File: src/rtl/ctrl_pkg.sv
// ----------------------------------------------------------------------------
// ctrl_pkg
// Shared definitions for the multi-cycle processor control unit:
//   - state_t   : FSM state codes (these are also the values seen on State)
//   - OP_*      : opcode constants for every decoded instruction
//   - ALU_*     : ALUOp codes driven towards the ALU control
//   - instr_t   : internal instruction class produced by the opcode decoder
//   - ctrl_t    : bundle of every datapath control the decoder produces
//   - aluOpFor  : helper mapping an instruction class to its ALUOp code
// ----------------------------------------------------------------------------
package ctrl_pkg;

    typedef enum logic [2:0] {
        S_IF  = 3'b000,
        S_ID  = 3'b001,
        S_EXE = 3'b010,
        S_WB  = 3'b011,
        S_MEM = 3'b100,
        S_HLT = 3'b111
    } state_t;

    localparam logic [5:0] OP_ADD  = 6'b000000;
    localparam logic [5:0] OP_SUB  = 6'b000001;
    localparam logic [5:0] OP_ADDI = 6'b000010;
    localparam logic [5:0] OP_OR   = 6'b010000;
    localparam logic [5:0] OP_AND  = 6'b010001;
    localparam logic [5:0] OP_ORI  = 6'b010010;
    localparam logic [5:0] OP_SLL  = 6'b011000;
    localparam logic [5:0] OP_SLT  = 6'b100110;
    localparam logic [5:0] OP_SLTI = 6'b100111;
    localparam logic [5:0] OP_SW   = 6'b110000;
    localparam logic [5:0] OP_LW   = 6'b110001;
    localparam logic [5:0] OP_BEQ  = 6'b110100;
    localparam logic [5:0] OP_BNE  = 6'b110101;
    localparam logic [5:0] OP_BGTZ = 6'b110110;
    localparam logic [5:0] OP_J    = 6'b111000;
    localparam logic [5:0] OP_JR   = 6'b111001;
    localparam logic [5:0] OP_JAL  = 6'b111010;
    localparam logic [5:0] OP_HALT = 6'b111111;

    localparam logic [2:0] ALU_ADD = 3'b000;
    localparam logic [2:0] ALU_SUB = 3'b001;
    localparam logic [2:0] ALU_SLL = 3'b010;
    localparam logic [2:0] ALU_OR  = 3'b011;
    localparam logic [2:0] ALU_AND = 3'b100;
    localparam logic [2:0] ALU_SLT = 3'b110;
    localparam logic [2:0] ALU_CMP = 3'b111;

    typedef enum logic [4:0] {
        I_ADD, I_SUB, I_ADDI, I_OR, I_AND, I_ORI, I_SLL, I_SLT, I_SLTI,
        I_SW, I_LW, I_BEQ, I_BNE, I_BGTZ, I_J, I_JR, I_JAL, I_HALT, I_BAD
    } instr_t;

    typedef struct packed {
        logic       pcWre;
        logic       irWre;
        logic       regWre;
        logic       insMemRW;
        logic       nRD;
        logic       nWR;
        logic       aluSrcA;
        logic       aluSrcB;
        logic       dbDataSrc;
        logic       wrRegDSrc;
        logic       extSel;
        logic [1:0] regDst;
        logic [1:0] pcSrc;
        logic [2:0] aluOp;
    } ctrl_t;

    // Instructions without an ALU role (jumps, halt, undecoded) fall back to add.
    function automatic logic [2:0] aluOpFor(input instr_t instr);
        case (instr)
            I_SUB, I_BGTZ:  return ALU_SUB;
            I_SLL:          return ALU_SLL;
            I_OR, I_ORI:    return ALU_OR;
            I_AND:          return ALU_AND;
            I_SLT, I_SLTI:  return ALU_SLT;
            I_BEQ, I_BNE:   return ALU_CMP;
            default:        return ALU_ADD;
        endcase
    endfunction

endpackage

File: src/rtl/ctrl_decode.sv
// ----------------------------------------------------------------------------
// ctrl_decode
// Purely combinational decoder: turns the current opcode, FSM state and ALU /
// memory flags into every datapath control plus the FSM next state.
// Ports:
//   opcode_i     opcode field of the instruction register
//   state_i      current FSM state
//   zero_i       ALU zero flag (meaningful in EXE)
//   sign_i       ALU sign flag (meaningful in EXE)
//   memReady_i   data memory ready (meaningful in MEM)
//   ctrl_o       bundle of datapath controls
//   nextState_o  state to load on the next clock edge
//   undecoded_o  opcode is not a known instruction
// ----------------------------------------------------------------------------
module ctrl_decode
    import ctrl_pkg::*;
#(
    parameter int OPW = 6
) (
    input  logic [OPW-1:0] opcode_i,
    input  state_t         state_i,
    input  logic           zero_i,
    input  logic           sign_i,
    input  logic           memReady_i,
    output ctrl_t          ctrl_o,
    output state_t         nextState_o,
    output logic           undecoded_o
);

    instr_t instr;
    logic   branchTaken;

    // Classify the opcode once so the control logic works on instruction
    // names rather than bit patterns.
    always_comb begin
        instr = I_BAD;
        case (opcode_i)
            OPW'(OP_ADD):  instr = I_ADD;
            OPW'(OP_SUB):  instr = I_SUB;
            OPW'(OP_ADDI): instr = I_ADDI;
            OPW'(OP_OR):   instr = I_OR;
            OPW'(OP_AND):  instr = I_AND;
            OPW'(OP_ORI):  instr = I_ORI;
            OPW'(OP_SLL):  instr = I_SLL;
            OPW'(OP_SLT):  instr = I_SLT;
            OPW'(OP_SLTI): instr = I_SLTI;
            OPW'(OP_SW):   instr = I_SW;
            OPW'(OP_LW):   instr = I_LW;
            OPW'(OP_BEQ):  instr = I_BEQ;
            OPW'(OP_BNE):  instr = I_BNE;
            OPW'(OP_BGTZ): instr = I_BGTZ;
            OPW'(OP_J):    instr = I_J;
            OPW'(OP_JR):   instr = I_JR;
            OPW'(OP_JAL):  instr = I_JAL;
            OPW'(OP_HALT): instr = I_HALT;
            default:       instr = I_BAD;
        endcase
    end

    assign undecoded_o = (instr == I_BAD);

    // bgtz is taken only for a strictly positive result: neither negative nor zero.
    assign branchTaken = ((instr == I_BEQ)  &&  zero_i) ||
                         ((instr == I_BNE)  && !zero_i) ||
                         ((instr == I_BGTZ) && !(sign_i || zero_i));

    // Opcode-field controls are driven from the instruction alone; the
    // state-dependent strobes (PC/IR/register/memory writes) are then layered
    // on per state so that PCWre fires exactly once, in each instruction's
    // last state.
    always_comb begin
        ctrl_o           = '0;
        ctrl_o.insMemRW  = 1'b1;
        ctrl_o.nRD       = 1'b1;
        ctrl_o.nWR       = 1'b1;
        ctrl_o.aluOp     = aluOpFor(instr);
        ctrl_o.extSel    = (instr != I_ORI);
        ctrl_o.aluSrcA   = (instr == I_SLL);
        ctrl_o.aluSrcB   = (instr == I_ADDI) || (instr == I_ORI) || (instr == I_SLTI) ||
                           (instr == I_LW)   || (instr == I_SW);
        ctrl_o.dbDataSrc = (instr == I_LW);
        ctrl_o.wrRegDSrc = (instr != I_JAL);
        case (instr)
            I_ADD, I_SUB, I_AND, I_OR, I_SLT, I_SLL: ctrl_o.regDst = 2'b10;
            I_ADDI, I_ORI, I_SLTI, I_LW:             ctrl_o.regDst = 2'b01;
            default:                                 ctrl_o.regDst = 2'b00;
        endcase
        nextState_o = S_IF;

        case (state_i)
            S_IF: begin
                ctrl_o.irWre = 1'b1;
                nextState_o  = S_ID;
            end
            S_ID: begin
                case (instr)
                    I_J, I_JAL: begin
                        ctrl_o.pcWre  = 1'b1;
                        ctrl_o.pcSrc  = 2'b11;
                        ctrl_o.regWre = (instr == I_JAL);
                        nextState_o   = S_IF;
                    end
                    I_JR: begin
                        ctrl_o.pcWre = 1'b1;
                        ctrl_o.pcSrc = 2'b10;
                        nextState_o  = S_IF;
                    end
                    I_BAD: begin
                        ctrl_o.pcWre = 1'b1;
                        nextState_o  = S_IF;
                    end
                    I_HALT:  nextState_o = S_HLT;
                    default: nextState_o = S_EXE;
                endcase
            end
            S_EXE: begin
                case (instr)
                    I_BEQ, I_BNE, I_BGTZ: begin
                        ctrl_o.pcWre = 1'b1;
                        ctrl_o.pcSrc = branchTaken ? 2'b01 : 2'b00;
                        nextState_o  = S_IF;
                    end
                    I_SW, I_LW: nextState_o = S_MEM;
                    default:    nextState_o = S_WB;
                endcase
            end
            S_MEM: begin
                ctrl_o.nRD = !(instr == I_LW);
                if (!memReady_i) begin
                    nextState_o = S_MEM;
                end else if (instr == I_SW) begin
                    ctrl_o.nWR   = 1'b0;
                    ctrl_o.pcWre = 1'b1;
                    nextState_o  = S_IF;
                end else begin
                    nextState_o = S_WB;
                end
            end
            S_WB: begin
                ctrl_o.regWre = 1'b1;
                ctrl_o.pcWre  = 1'b1;
                nextState_o   = S_IF;
            end
            S_HLT:   nextState_o = S_HLT;
            default: nextState_o = S_IF;
        endcase
    end

endmodule

File: src/rtl/multi_cycle_ctrl_fsm.sv
// ----------------------------------------------------------------------------
// multi_cycle_ctrl_fsm
// Control unit of a multi-cycle MIPS-like processor: state register, retired
// instruction counter and sticky status flags around the ctrl_decode decoder.
// Ports:
//   CLK, Reset            clock and synchronous active-high reset
//   Opcode                opcode field of the instruction register
//   zero, sign            ALU flags
//   mem_ready             data memory ready
//   State                 current state code
//   PCWre ... ExtSel      single-bit datapath controls
//   RegDst, PCSrc, ALUOp  multi-bit datapath controls
//   halted                processor stopped on halt
//   illegal_op            sticky undecoded-opcode flag
//   retired               completed instruction count (wraps)
// ----------------------------------------------------------------------------
module multi_cycle_ctrl_fsm
    import ctrl_pkg::*;
#(
    parameter int OPW    = 6,
    parameter int ALUOPW = 3,
    parameter int CNTW   = 32
) (
    input  logic              CLK,
    input  logic              Reset,
    input  logic [OPW-1:0]    Opcode,
    input  logic              zero,
    input  logic              sign,
    input  logic              mem_ready,
    output logic [2:0]        State,
    output logic              PCWre,
    output logic              IRWre,
    output logic              RegWre,
    output logic              InsMemRW,
    output logic              nRD,
    output logic              nWR,
    output logic              ALUSrcA,
    output logic              ALUSrcB,
    output logic              DBDataSrc,
    output logic              WrRegDSrc,
    output logic              ExtSel,
    output logic [1:0]        RegDst,
    output logic [1:0]        PCSrc,
    output logic [ALUOPW-1:0] ALUOp,
    output logic              halted,
    output logic              illegal_op,
    output logic [CNTW-1:0]   retired
);

    state_t          state_q;
    state_t          state_d;
    ctrl_t           ctrl;
    logic            undecoded;
    logic [CNTW-1:0] retired_q;
    logic            illegalOp_q;
    logic            halted_q;

    ctrl_decode #(
        .OPW(OPW)
    ) uDecode (
        .opcode_i    (Opcode),
        .state_i     (state_q),
        .zero_i      (zero),
        .sign_i      (sign),
        .memReady_i  (mem_ready),
        .ctrl_o      (ctrl),
        .nextState_o (state_d),
        .undecoded_o (undecoded)
    );

    // Reset has priority over everything, so a completing instruction on the
    // reset edge is neither counted nor allowed to move the FSM. halted is
    // registered from the next state so it tracks State==HLT exactly.
    always_ff @(posedge CLK) begin
        if (Reset) begin
            state_q     <= S_IF;
            retired_q   <= '0;
            illegalOp_q <= 1'b0;
            halted_q    <= 1'b0;
        end else begin
            state_q  <= state_d;
            halted_q <= (state_d == S_HLT);
            if (ctrl.pcWre) begin
                retired_q <= retired_q + CNTW'(1);
            end
            if ((state_q == S_ID) && undecoded) begin
                illegalOp_q <= 1'b1;
            end
        end
    end

    assign State      = state_q;
    assign PCWre      = ctrl.pcWre;
    assign IRWre      = ctrl.irWre;
    assign RegWre     = ctrl.regWre;
    assign InsMemRW   = ctrl.insMemRW;
    assign nRD        = ctrl.nRD;
    assign nWR        = ctrl.nWR;
    assign ALUSrcA    = ctrl.aluSrcA;
    assign ALUSrcB    = ctrl.aluSrcB;
    assign DBDataSrc  = ctrl.dbDataSrc;
    assign WrRegDSrc  = ctrl.wrRegDSrc;
    assign ExtSel     = ctrl.extSel;
    assign RegDst     = ctrl.regDst;
    assign PCSrc      = ctrl.pcSrc;
    assign ALUOp      = ALUOPW'(ctrl.aluOp);
    assign halted     = halted_q;
    assign illegal_op = illegalOp_q;
    assign retired    = retired_q;

endmodule
File: config.mk
export PLATFORM = sky130hd
export DESIGN_NAME = multi_cycle_ctrl_fsm
export DESIGN_NICKNAME = d
export VERILOG_FILES = /design/src/rtl/ctrl_pkg.sv /design/src/rtl/ctrl_decode.sv /design/src/rtl/multi_cycle_ctrl_fsm.sv
export SDC_FILE = /design/constraint.sdc
export NUM_CORES = 1
export LEC_CHECK = 0
export ABC_AREA = 1
export CORE_MARGIN = 4
export CORE_UTILIZATION = 35
export CTS_BUF_LIST = sky130_fd_sc_hd__clkbuf_4 sky130_fd_sc_hd__clkbuf_8
export CTS_CLUSTER_DIAMETER = 150
export DETAILED_ROUTE_END_ITERATION = 10
export GPL_ROUTABILITY_DRIVEN = 0
export PLACE_DENSITY = 0.57
export SLEW_MARGIN = 10
export SYNTH_ARGS = -nofsm -noshare
export SYNTH_HDL_FRONTEND = slang
export SYNTH_SLANG_ARGS = --single-unit
File: constraint.sdc
create_clock -name CLK -period 3.4 [get_ports CLK]
set_input_delay 0.51 -clock CLK [delete_from_list [all_inputs] [get_ports CLK]]
set_output_delay 0.51 -clock CLK [all_outputs]
set_load 0.02 [all_outputs]
-- Yosys cells after proc, flatten, opt, wreduce, memory -nomap -nowiden
Memory sizes are Yosys's and may differ from the RTL's.
Index checks and enable logic that the tools add are counted.
- bits in latches: 0
- memories: 3
- flip-flop bits (word level): 37
- ROM bits: 400
- bits in writable memories: 0
- order comparisons: 0
- shifts and indexed selects: 0
- multipliers: 0
- equality and inequality tests: 22
- reductions and logical operators: 19
- add/sub/neg operators: 1
- muxes and demuxes: 22
- div/mod/pow operators: 0
- bitwise gates (word level): 0
- memories (name ; depth ; bits a word ; rd ports ; clocked after Yosys merged registers in ; wr ports ; line ; source):
    (no name shown) ; 64 ; 5 ; 1 ; 0 ; 0 ; ctrl_decode.sv:37 ; case (opcode_i)
    (no name shown) ; 16 ; 3 ; 1 ; 0 ; 0 ; ctrl_pkg.sv:73 ; case (instr)
    (no name shown) ; 16 ; 2 ; 1 ; 0 ; 0 ; ctrl_decode.sv:83 ; case (instr)
- operators by type and width (kind ; number):
    $eq 5x4->1 const B ; 8
    $add 32x1->32 const B ; 1
    $eq 5x5->1 const B ; 3
    $pmux 3 s5 ; 1
    $pmux 3 s2 ; 2
    $eq 5x3->1 const B ; 2
    $eq 3x3->1 const B ; 3
    $mux 1 ; 9
    $mux 2 ; 4
    $pmux 2 s2 ; 2
    $logic_or 1x1->1 ; 7
    $eq 3x2->1 const B ; 2
    $mux 3 ; 2
    $eq 5x2->1 const B ; 1
    $ne 5x3->1 const B ; 1
    $ne 5x5->1 const B ; 1
    $logic_and 1x1->1 ; 4
    $pmux 1 s4 ; 1
    $reduce_or 2->1 ; 2
    $reduce_or 4->1 ; 1
    $eq 3x1->1 const B ; 1
    $logic_not 1->1 ; 3
    $logic_not 3->1 ; 1
    $reduce_or 3->1 ; 1
    $pmux 1 s2 ; 1

-- Logic depth before layout (Yosys ltp)
An unclocked memory read counts as a cell.
- depth after elaboration: 8
- mapped depth: 22
- depth with buffers taken out: 22

-- Hierarchy
A second synthesis with hierarchy kept.
- cell total of the unflattened synthesis: 481
- area total of the unflattened synthesis: 3044.2 um^2
- modules (own cells, without submodules) (module ; seq. area each (um^2) ; cells an instance ; area an instance (um^2) ; instances):
    multi_cycle_ctrl_fsm ; 740.7 ; 281 ; 1901.8 ; 1
    ctrl_decode ; 0.0 ; 200 ; 1142.3 ; 1

-- Worst setup path before layout
Ideal clock, no wire load.
- path kind: in2out
- start: input Opcode[0]
- end: output PCSrc[1]
- stages on the path: 19
- buffers on the path: 1
- required time: 2.890 ns
- arrival time: 2.457 ns
- slack: 0.433 ns
- cells stage by stage: inv_1 > ha_1 > inv_1 > nor2_1 > nor2_1 > o21ai_0 > o21ai_0 > nand2_1 > nand3_1 > nand2_1 > inv_1 > ha_1 > inv_1 > nor2_1 > nand3_2 > nand3_2 > nand2_2 > buf_2 > inv_1
- longest elaborated chain between the ends: 5
- elaborated cells on any way between the ends: 7
- ends and longest elaborated chain (what ; line ; source):
    start, declared ; multi_cycle_ctrl_fsm.sv:26 ; input logic [OPW-1:0] Opcode,
    $mem_v2 64x5 (*) ; n/a ;
    $eq 5x4->1 or $eq 5x5->1 (tied branches) ; ctrl_decode.sv:96 ; case (instr)
    $reduce_or 2->1 ; n/a ;
    $pmux 2 s2 (*) ; ctrl_decode.sv:96 ;
    $pmux 2 s2 (*) ; ctrl_decode.sv:90 ; case (state_i)
    end, declared ; multi_cycle_ctrl_fsm.sv:43 ; output logic [1:0] PCSrc,
Every way passes the cells marked *; elsewhere a longest branch is shown, timed or not.

-- Worst setup path in the final report
- start: input Opcode[0]
- end: output PCSrc[0]
- longest elaborated chain between the ends: 8
- elaborated cells on any way between the ends: 18
- ends and longest elaborated chain (what ; line ; source):
    $mem_v2 64x5 (*) ; n/a ;
    $eq 5x4->1, on equally long branches ; ctrl_decode.sv:63, ctrl_decode.sv:117, ctrl_decode.sv:64 ;
    $logic_and 1x1->1, on equally long branches ; ctrl_decode.sv:63, ctrl_decode.sv:64 ;
    $logic_or 1x1->1 ; ctrl_decode.sv:63 ; assign branchTaken = ((instr == I_BEQ) && zero_i) ||
    $logic_or 1x1->1 ; ctrl_decode.sv:64 ; ((instr == I_BNE) && !zero_i) ||
    $mux 1 ; ctrl_decode.sv:120 ; ctrl_o.pcSrc = branchTaken ? 2'b01 : 2'b00;
    $mux 2 ; ctrl_decode.sv:117 ; case (instr)
    $pmux 2 s2 (*) ; ctrl_decode.sv:90 ;
Marks and branches as above.

==> results.ini <==
[outcome]
status = complete, no violations

[timing]
relSlewSlack_pct = 58.25
worstMarginPinSlew_ns = 0.6243
hold_viol = 0
post-route-period-util_pct = 95.84
finClkSkew_ns = 0.008623
drv_slew = 0
fmax_ghz = 0.3069
setup-violations-final = 0
fin_crit_ns = 3.259
tns_ns = 0

[critical_path]
reg2reg_from = retired[0]$_SDFFE_PP0P_
arrival_ns = 2.75
path_max_fanout = 5
rrSetupSlack_ns = 0.96
crit_start = Opcode[0]
cp.required_ns = 2.89
end_kind = output port
start_kind = input port
critPathKind = input port to output port

[routing]
postRouteAntennaNets = 0
num_vias = 3591
wl_per_cell_um = 13.51
drtIter0Drc = 123
met3_length_um = 547
drc = 0
top_layer_used = met4
wl_um = 9498
viasPerCell = 5.108
dr.pass1.iters = 4
drt-met1-wl_um = 4443
wl_met2_um = 4405

[global_route]
grt_first_pass_wirelength_um = 15450
antenna_found_initial = 0
grt_pass1_vias = 3267
grt_use_total_pct = 18.02
grt.overflow.total = 0
grt_max_degree = 34

[floorplan]
core_um2 = 8721
fp.dieW_um = 102.6
dieArea_um2 = 10520
start_util_pct = 35.90
rows = 34
fp.dieH_um = 102.6
ios = 66

[synth]
synth_edf_count = 0
synth_ff_type = dfxtp_1
synth-async-reset-ratio_pct = 0
ys_types = 39
yosys.cell_count.top_type = nand2_1
synth_warnings = 0
yosysTopAreaCellShare_pct = 23.66
synthTopCellsByArea = dfxtp_1 (24%), nand2_1 (14%), nand4_1 (8.0%)
syn-num-nets = 510
synth_area_leader_cell = dfxtp_1
syn_avg_cell_area_um2 = 6.441
syn_area_um2 = 3131
syn_inst = 486
ys_seq_elements = 37
synth_seq_area_share_pct = 23.66
netlist_top_cells_count = nand2_1 (116), nor2_1 (55), inv_1 (42)

[cts]
clk-insertion-delay-late_ns = 0.29
htreeDepth = 2
cts_tree = done
cts_buffers = 5
ctsHoldBuffers = 0
cts_root_buf = clkbuf_8
cts_buffer_depth = 2
numClockSinks = 37
clk_pin_slew_ns = 0.07

[worst_hold_path]
hold_start = illegal_op$_SDFFE_PP0P_
hold_path_class = flop to flop

[cells_and_area]
fill_cells = 890
final_area_um2 = 4290
drive_above_1_share_pct = 18.32
final_net_count = 619
area_growth_pct = 37.05
n_antenna_cell = 0

[power]
p_total_mw = 1.133
power_leakage_nw = 1.813
peakVddDrop_mv = 0.1326
power_density_nw_per_um2 = 264.0

[place]
io_buffers = 64
place.detailed.hpwl_um = 7531
post_dp_cell_area_um2 = 4210

[job]
maxCapViolCount = 0

-- worst paths after layout --
| kind | endpoint | cells past startpoint |
|---|---|---|
| max | PCSrc[0] | 22 |
| min | illegal_op$_SDFFE_PP0P_ | 2 |
| max reg2reg | retired[26]$_SDFFE_PP0P_ | 11 |
| min reg2reg | illegal_op$_SDFFE_PP0P_ | 2 |
-- logic make-up (layout without fill, tap and decap cells) --
group	after synthesis	in the layout	share of synthesized area, %
compound gates	59	59	10.67
xor+xnor	30	30	8.393
fa+ha+maj	13	13	5.196
buf+inv	71	180	10.31
flops	37	37	23.66
other cells	1	1	0.1198
simple gates	275	275	41.65
-- layer usage --
metal  GRT usage, %  vias to the layer above
li1               -                     1835
met1          25.17                     1642
met2          29.25                      104
met3          2.639                       10
met4          4.440                        0
met5              0                        -
-- metrics by stage --
step	cells	setup slack (ns)	hold slack, ns	util (%)
floorplan	486	0.4329	0.5549	-
global placement	695	-0.6012	0.4977	48.28
detailed placement	695	-0.6657	0.5058	48.28
CTS	703	0.01789	0.5208	49.07
global route	703	-0.06833	0.5702	49.20
finish	703	0.1414	0.5176	49.20
-- area by class of cell --
cell class	instances	area [um2]	share of cell area [%]
timing repair buffer	124	1057	24.64
tap	108	135.1	3.150
clock buffer	7	90.09	2.100
multi-input combinational	378	2083	48.56
sequential	37	740.7	17.26
inverter	49	183.9	4.287
-- cells in the final DEF (no fill, tap or decap), drive strengths merged, types with 10 or more instances in the layout --
cell	Yosys	layout
a21oi	38	38
buf	18	63
clkdlybuf4s50	0	44
dfxtp	37	37
dlygate4sd2	0	14
ha	13	13
inv	48	48
nand2	125	125
nand3	27	27
nand4	40	40
nor2	61	61
nor3	14	14
o21ai	10	10
xnor2	13	13
xor2	17	17
-- critical path, cell delays in order --
cell	delay [ns]
buf_2	0.12
inv_1	0.06
ha_1	0.19
inv_1	0.06
nor2_2	0.04
nor2_1	0.17
nand2_1	0.07
o21ai_1	0.07
nand2_1	0.06
nand2_1	0.05
nand2_1	0.04
o21a_2	0.15
buf_4	0.14
ha_2	0.17
inv_1	0.07
nor2_1	0.05
nand2_1	0.11
nand3_2	0.10
nand2_4	0.09
inv_1	0.04
a31o_2	0.23
buf_4	0.15
-- state kept, by name, indices dropped and copies added (netlist names) --
name        cells
State           3
retired        32
illegal_op      1
halted          1
-- report_power, final --
part / internal, mW / total, mW / leakage (nW) / switching (mW)
Sequential: 0.441 / 0.453 / 0.299 / 0.0113
Combinational: 0.146 / 0.360 / 1.47 / 0.214
Clock: 0.169 / 0.320 / 0.0477 / 0.151
Total: 0.756 / 1.13 / 1.81 / 0.376
-- repair_timing --
item                                    CTS  global route
pin swaps                                 0             2
gates resized for setup                  30            14
setup buffers                             1             0
cloned                                    0             0
endpoints found under the setup margin   16            16
(Power assumes the default switching activity.)
